File: src/rtl/alu_arbiter.sv
// rtl/alu_arbiter.sv - weighted round-robin arbiter sharing one 32-bit ALU between two requesters
// Optional feature macro: ALU_ARB_LOCK_EN (adds req0_lock/req1_lock exclusive-ownership inputs).
module alu_arbiter #(
    parameter int P0_WEIGHT = 1
) (
    input  logic        CLK,
    input  logic        nRST,
    input  logic        req0_valid,
    output logic        req0_ready,
    input  logic [31:0] req0_a,
    input  logic [31:0] req0_b,
    input  logic [3:0]  req0_op,
    input  logic        req1_valid,
    output logic        req1_ready,
    input  logic [31:0] req1_a,
    input  logic [31:0] req1_b,
    input  logic [3:0]  req1_op,
`ifdef ALU_ARB_LOCK_EN
    input  logic        req0_lock,
    input  logic        req1_lock,
`endif
    output logic        rsp0_valid,
    input  logic        rsp0_ready,
    output logic        rsp1_valid,
    input  logic        rsp1_ready,
    output logic [31:0] rsp_o,
    output logic [2:0]  rsp_nzv,
    output logic [31:0] alu_a,
    output logic [31:0] alu_b,
    output logic [3:0]  alu_op,
    input  logic [31:0] alu_o,
    input  logic        alu_n,
    input  logic        alu_z,
    input  logic        alu_v
);

    localparam logic [3:0] ALU_ADD = 4'd0;
    localparam logic [3:0] WEIGHT  = 4'(P0_WEIGHT);

    logic       last_grant;
    logic [3:0] streak;
    logic       slot_free;
    logic       p0_pref;
    logic       gnt0;
    logic       gnt1;
    logic       wrr_update;

`ifdef ALU_ARB_LOCK_EN
    logic       lock_active;
    logic       lock_owner;
`endif

    // A slot held by a response being consumed this cycle can be refilled on the same edge.
    assign slot_free = (!rsp0_valid && !rsp1_valid)
                     || (rsp0_valid && rsp0_ready)
                     || (rsp1_valid && rsp1_ready);
    assign p0_pref   = last_grant || (streak < WEIGHT);

    always_comb begin
        gnt0       = 1'b0;
        gnt1       = 1'b0;
        wrr_update = 1'b1;
`ifdef ALU_ARB_LOCK_EN
        wrr_update = !lock_active;
`endif
        if (nRST && slot_free) begin
`ifdef ALU_ARB_LOCK_EN
            if (lock_active) begin
                gnt0 = !lock_owner && req0_valid;
                gnt1 = lock_owner && req1_valid;
            end else
`endif
            if (req0_valid && req1_valid) begin
                gnt0 = p0_pref;
                gnt1 = !p0_pref;
            end else begin
                gnt0 = req0_valid;
                gnt1 = req1_valid;
            end
        end
    end

    assign req0_ready = gnt0;
    assign req1_ready = gnt1;

    always_comb begin
        alu_a  = 32'd0;
        alu_b  = 32'd0;
        alu_op = ALU_ADD;
        if (gnt0) begin
            alu_a  = req0_a;
            alu_b  = req0_b;
            alu_op = req0_op;
        end else if (gnt1) begin
            alu_a  = req1_a;
            alu_b  = req1_b;
            alu_op = req1_op;
        end
    end

    always_ff @(posedge CLK or negedge nRST) begin
        if (!nRST) begin
            rsp0_valid <= 1'b0;
            rsp1_valid <= 1'b0;
            rsp_o      <= 32'd0;
            rsp_nzv    <= 3'd0;
            last_grant <= 1'b1;
            streak     <= 4'd0;
        end else begin
            if (gnt0 || gnt1) begin
                rsp_o      <= alu_o;
                rsp_nzv    <= {alu_n, alu_z, alu_v};
                rsp0_valid <= gnt0;
                rsp1_valid <= gnt1;
            end else begin
                if (rsp0_valid && rsp0_ready) rsp0_valid <= 1'b0;
                if (rsp1_valid && rsp1_ready) rsp1_valid <= 1'b0;
            end

            if (gnt0 && wrr_update) begin
                streak     <= last_grant ? 4'd1 : ((streak == 4'd15) ? 4'd15 : streak + 4'd1);
                last_grant <= 1'b0;
            end else if (gnt1 && wrr_update) begin
                streak     <= 4'd0;
                last_grant <= 1'b1;
            end
        end
    end

`ifdef ALU_ARB_LOCK_EN
    // An accept with lock=0 from the owner releases ownership on that same edge.
    always_ff @(posedge CLK or negedge nRST) begin
        if (!nRST) begin
            lock_active <= 1'b0;
            lock_owner  <= 1'b0;
        end else if (gnt0) begin
            lock_active <= req0_lock;
            lock_owner  <= 1'b0;
        end else if (gnt1) begin
            lock_active <= req1_lock;
            lock_owner  <= 1'b1;
        end
    end
`endif

endmodule

File: config.mk
export PLATFORM = sky130hd
export DESIGN_NAME = alu_arbiter
export DESIGN_NICKNAME = d
export VERILOG_FILES = /design/src/rtl/alu_arbiter.sv
export SDC_FILE = /design/constraint.sdc
export NUM_CORES = 1
export LEC_CHECK = 0
export CAP_MARGIN = 10
export CORE_AREA = 4 4 108 110
export CTS_CLUSTER_SIZE = 30
export DETAILED_ROUTE_END_ITERATION = 7
export DIE_AREA = 0 0 112 114
export PLACE_DENSITY = 0.73
export SLEW_MARGIN = 20
export SYNTH_ARGS = -nofsm -noshare
export SYNTH_HDL_FRONTEND = slang
export SYNTH_SLANG_ARGS = --single-unit
File: constraint.sdc
create_clock -name CLK -period 2 [get_ports CLK]
set_input_delay 0.3 -clock CLK [delete_from_list [all_inputs] [get_ports CLK]]
set_output_delay 0.3 -clock CLK [all_outputs]
set_load 0.05 [all_outputs]
==> tab_implementation.tex <==
\begin{tabular}{lr}
\hline
Metric & Value \\
\hline
\multicolumn{2}{l}{\textbf{Status}} \\
Run status & finished, violations left \\
Violated checks & setup timing \\
\multicolumn{2}{l}{\textbf{Critical path}} \\
Crit-path max FO & 20 \\
Endpoint of the lowest-slack register-to-register path & rsp\_nzv[2] \\
Type of the worst setup path & flip-flop to primary output \\
R2R Path Start & rsp1\_valid \\
Critical path capture point type & primary output \\
Crit path arrival time & about 2000 ps \\
Number of cells traversed by the worst register-to-register path & 6 \\
Critical Path RT & 1700 ps \\
Startpoint type of the worst setup path & flip-flop \\
R2R setup slack & around 240 ps \\
\multicolumn{2}{l}{\textbf{Floorplanning}} \\
Width of the die & between 100 and 150 µm \\
Height of the die & 114 µm \\
Floorplan core area & 0.0107 mm² \\
Cell Rows & 38 \\
Die area & 0.0128 mm² \\
I/O pin cnt & 284 \\
Effective utilization at floorplan & 0.254 \\
\multicolumn{2}{l}{\textbf{Placed design}} \\
Post-DP HPWL & 11.7 mm \\
GPL Wtd Cong & 0.854 \\
Port bufs & 283 \\
Placed cell area & 0.00687 mm² \\
Worst slack after detailed placement & -314 ps \\
\multicolumn{2}{l}{\textbf{Route}} \\
Violation count after the first detailed-route iteration & 209 \\
\# DRC & 0 \\
Count of nets left with antenna violations after detail routing & 0 \\
Final WL & 14.8 mm \\
Number of vias per cell & 4.86 \\
Average wire length per cell after detail routing & 20.4 µm \\
First-pass iteration count of the detailed router & 4 \\
Number of vias after detailed routing & 3513 \\
\multicolumn{2}{l}{\textbf{Finish}} \\
Final net count & 761 \\
ANT cells & 0 \\
Share of the core filled with cells & 0.688 \\
Most frequent standard cell in the layout excluding fill and tap cells & clkdlybuf4s50\_1 \\
Layout area overhead & 171\% \\
Total area of multi-input combinational cells & 0.00203 mm² \\
Commonest cells after routing, fill and taps aside & clkdlybuf4s50\_1, buf\_12, dfrtp\_1 \\
Final non-filler cell area & 0.00736 mm² \\
Layout cell share with drive strength beyond 1 & 0.439 \\
Sequential standard cell area & around 0.0011 mm² \\
Total of fill cells in the finished design & 777 \\
\multicolumn{2}{l}{\textbf{Global route}} \\
Global route total overflow & 0 \\
Global-route wire length before repair & 22.3 mm \\
Maximum number of pins on one net before global-route repair & 39 \\
Via count of the first global-routing pass & 3805 \\
Total Routing Usage GR & 0.221 \\
Number of antenna violations at the first check in global routing & 0 \\
\multicolumn{2}{l}{\textbf{Clocking}} \\
CTS Root Cell & clkbuf\_8 \\
Clock latency on the worst-skew pair & roughly 300 ps \\
Clock Pin Slew Worst Setup and Hold Paths & about 80 ps \\
H-tree lvl count & 2 \\
Max Buffers Root-to-Sink & 2 \\
TritonCTS clock tree & yes \\
CTS sink cnt & 42 \\
Number of buffers added by the clock tree synthesis step & 5 \\
\multicolumn{2}{l}{\textbf{STA}} \\
Achievable frequency & 428 MHz \\
Post-route setup TNS & -18840 ps \\
Final critical-path setup slack & -334 ps \\
Hold violation total from the final report & 0 \\
Hold slack final & between 100 and 150 ps \\
Setup repair after global routing missed its margin & true \\
Final max-slew violation count & 0 \\
Minimum clock period & roughly 2300 ps \\
Clock Skew & 11.2 ps \\
Final cycle utilization of the critical path & 1.17 \\
Transition time of the tightest slew-check pin & 555 ps \\
Endpoints failing setup & 69 \\
Tightest slew margin relative to the limit & 0.629 \\
\multicolumn{2}{l}{\textbf{Min path}} \\
Worst Hold Class & input pin to asynchronous set/reset pin \\
\multicolumn{2}{l}{\textbf{Yosys}} \\
Post-Synth Simple-Gate Area & 0.140 \\
Count of different cell masters after synthesis & 32 \\
Area share of fa/ha/maj cells after synthesis & 0.00922 \\
Total of flip-flops plus latches after synthesis & 42 \\
Count of mapped cells out of synthesis & 284 \\
Yosys warning total & 0 \\
Number of nets produced by synthesis & 463 \\
EDFF count, synth & 0 \\
Mux cell area share after synthesis & 0.169 \\
Synth Flop Type & dfrtp\_1 \\
Cell area after synthesis & 0.00271 mm² \\
Share of the synthesized netlist area taken by xor and xnor gates & 0 \\
Fraction of the yosys area taken by sequential cells & 0.388 \\
Dominant combinational cell family by area after synthesis & compound AO/OA/AOI/OAI gates \\
Mean cell area of the mapped netlist & 9.56 µm² \\
Fraction of the mapped netlist area in compound gates & 0.232 \\
Ys async rst share & 1.00 \\
\multicolumn{2}{l}{\textbf{Power}} \\
Power density over cell area & 1200 mW/mm² \\
Max rail drop VDD & about 1100 µV \\
LEAKAGE & 2.85 nW \\
\multicolumn{2}{l}{\textbf{Run}} \\
Max-cap viol count & 0 \\
\hline
\end{tabular}
==> sequential cells by signal (all words and copies together), names as in the netlist <==
| register | cells |
|---|---|
| rsp0_valid | 1 |
| streak | 4 |
| rsp1_valid | 1 |
| last_grant | 1 |
| rsp_o | 32 |
| rsp_nzv | 3 |
==> metrics by stage <==
step / total power [mW] / cells
2_1_floorplan: 4.99 / 284
3_3_place_gp: 7.59 / 709
3_5_place_dp: 7.69 / 709
4_1_cts: 8.85 / 723
5_1_grt: 9.20 / 723
6_report: 8.83 / 723
==> where the power goes <==
group | leakage (nW) | internal, mW | switching, mW | total (mW)
Sequential | 0.495 | 1.19 | 0.189 | 1.38
Combinational | 2.29 | 2.94 | 3.70 | 6.64
Clock | 0.0683 | 0.500 | 0.306 | 0.806
Total | 2.85 | 4.63 | 4.20 | 8.83
==> worst max path at each step <==
stage,startpoint,endpoint,slack (ps)
final,streak[0],alu_b[26],-330
after CTS,streak[0],alu_a[24],-340
after global placement,req1_valid,alu_a[27],-230
after floorplan,streak[0],alu_a[6],-320
after global routing,streak[0],alu_b[26],-470
after detailed placement,req1_valid,alu_b[16],-310
==> layer usage <==
layer	track usage	share of wire	routed length, µm
met3	0.0536	0.063	937
met5	0	0	0
met2	0.418	0.55	8110
met4	0.0561	0.027	395
met1	0.249	0.36	5320
==> timing repair <==
action | 4_1_cts | 5_1_grt
hold buffers | 1 | 0
gates cloned | 3 | 0
buffers inserted | 2 | 0
hold endpoints to repair | 6 | 0
pin swaps | 13 | 17
setup endpoints to repair | 69 | 70
resized for setup | 48 | 13
==> cell families (layout without fill, tap and decap cells) <==
kind of cell             after synthesis  after routing
AO/OA/AOI/OAI                         83             83
adder cells (fa/ha/maj)                2              2
buffers and inverters                 33            332
AND/OR/NAND/NOR                       89             89
multiplexers                          35             35
flip-flops                            42             42
==> worst max-delay path: stages, from the launching register on <==
cell and delay (ps):
dfrtp_1 380, inv_1 60, ha_2 180, nor3b_4 210
o21a_4 270, buf_12 190, a22oi_1 100, nor2_1 180
buf_12 160
==> final cells by class <==
type | count | share of cell area
Tap cell | 140 | 0.0238
Multi-Input combinational cell | 209 | 0.276
Sequential cell | 42 | 0.143
Clock buffer | 5 | 0.00935
Timing Repair Buffer | 320 | 0.536
Clock inverter | 3 | 0.00935
Inverter | 4 | 0.00204
==> cells in the mapped netlist, types with 2 or more instances <==
master | n | area, µm²
dfrtp_1 | 41 | 1030
nor2_1 | 74 | 278
buf_2 | 16 | 80.1
a31oi_1 | 2 | 12.5
mux2_2 | 18 | 203
clkbuf_1 | 9 | 33.8
inv_1 | 4 | 15.0
a22o_1 | 3 | 26.3
ha_1 | 2 | 25.0
buf_6 | 3 | 33.8
a22oi_1 | 68 | 510
nor3_1 | 2 | 10.0
nand2_1 | 3 | 11.3
nand2b_1 | 4 | 25.0
o22a_1 | 2 | 17.5
mux2_4 | 17 | 255
(Power assumes the default switching activity.)
==> patch: new RTL, same flow settings <==
Add a define of `ALU_ARB_LOCK_EN`.
--- a/src/rtl/alu_arbiter.sv
+++ b/src/rtl/alu_arbiter.sv
@@ -2,2 +2,4 @@
 // Optional feature macro: ALU_ARB_LOCK_EN (adds req0_lock/req1_lock exclusive-ownership inputs).
+`define ALU_ARB_LOCK_EN
+
 module alu_arbiter #(
Interface: changed (added req0_lock and req1_lock); port bits go from 284 to 286. The function was not compared with the original's and may differ.
==> patch against the original RTL <==
- core utilization decreased by 3.4 points
- fmax fell by 4.7%
- routed wire length is 6.9% lower
- setup slack got worse by 0.12 ns
- die area unchanged
- via count fell by 8.1%
- final area down 5.0%
- sequential power is 16% higher
- power is 19% higher
- first-iteration DRC count decreased by 1.9%
- the run still ends with setup timing left
- sequential cell count up 2
- count of clock-buffer cells in the layout is 1 higher
- area after synthesis decreased by 3.8%
==> patch: results <==
run_status:
  status: "finished with violations"
  violations: "setup timing"
detailed_routing:
  wl_met1_um: 5020
  first_pass_iters: 5
  avgViaCountPerCell: 4.81
  vias: 3228
  met3WireLength_um: 1030
  drt_wl_total_um: 13700
  wl_met2_um: 7490
  drt_iter0_drc: 205
global_route:
  grt_pass1_vias: 3446
  grt_util_met1_pct: 22.9
  grt_pass1_wl_um: 20000
  antenna_found_initial: 1
  grt_use_met3_pct: 5.09
  grt_max_degree: 53
  grtUsageMet2_pct: 37.7
synth:
  synthArstFlopShare_pct: 100
  synth_area_sq_mm: 0.00261
  synth_compound_area_share_pct: 30.2
  ys_seq_area_share_pct: 42.2
  synth_common_cells: "a22o_1 (69), dfrtp_1 (43), mux2_2 (28)"
  synth-seq-cells: 44
  yosys.area_share.adder_pct: 0.959
  muxShareOfSynthArea_pct: 15.5
  synth.net_count: 397
  avgSynthCellArea_sq_um: 12.1
  synth_area_leaders: "dfrtp_1 (41%), a22o_1 (23%), mux2_2 (12%)"
worst_setup_path:
  cp.arrival_ns: 2.15
  critPathMaxStageDelay_ns: 0.45
  cp_max_fo: 52
power_and_ir_drop:
  peakVddDrop_uv: 1350
  pwr-share-clk_pct: 6.4
  seq_power_share_pct: 15.2
  switching_share_pct: 47.1
  power_density_mw_per_mm2: 1500
cells_and_area:
  multi_input_area_share_pct: 22.4
  inv_count: 4
  multi_input_cells: 148
  n_clock_buffer: 6
  nNonClkBuffers: 326
  drive_gt1_share_pct: 44.0
  area_share_nonclk_buffers_pct: 57.5
  clkCellAreaFrac_pct: 1.54
  area_growth_pct: 168
timing:
  setup_slack_ns: -0.451
  finalClockSkew_ns: 0.00531
  period_minus_slack_ns: 2.45
  fin_setup_tns_ns: -29.59
  worst_slew_margin_rel_pct: 62.1
  setup_viol: 70
place:
  placed_cells: 643
  pre_cts_ws_ns: -0.406
  detailed_place_hpwl_um: 10800
  gp_congestion: 0.828
  placed_area_sq_mm: 0.00657
patch: cell types whose count changed in the layout (fill, tap and decap cells not counted), moves of 3 or more:
| cell | delta |
|---|---|
| mux2_4 | -17 |
| nor2_1 | -9 |
| a22o_4 | +13 |
| mux2_2 | +10 |
| a22oi_2 | -32 |
| nor2_2 | -27 |
| a22o_2 | +55 |
| nor2_4 | -34 |
| buf_6 | +3 |
| a22oi_1 | -36 |
| mux2_1 | +7 |
patch: final timing paths:
path	from	endpoint	slack, ns	depth (start not counted)
max reg2reg	streak[0]	streak[0]	0.04	12
min reg2reg	rsp_o[14]	rsp_o[14]	0.50	1
min in group CLK	rsp_o[14]	rsp_o[14]	0.50	1
max	lock_active	alu_a[10]	-0.45	8
min	nRST	rsp_o[2]	0.13	2
max in group asynchronous	nRST	rsp0_valid	1.46	2
patch: repair_timing:
item                                    CTS  global route
gates cloned                              4             0
endpoints found under the setup margin   70            71
pin swaps                                 5             3
buffers inserted                         14             8
gates resized for setup                  14             6
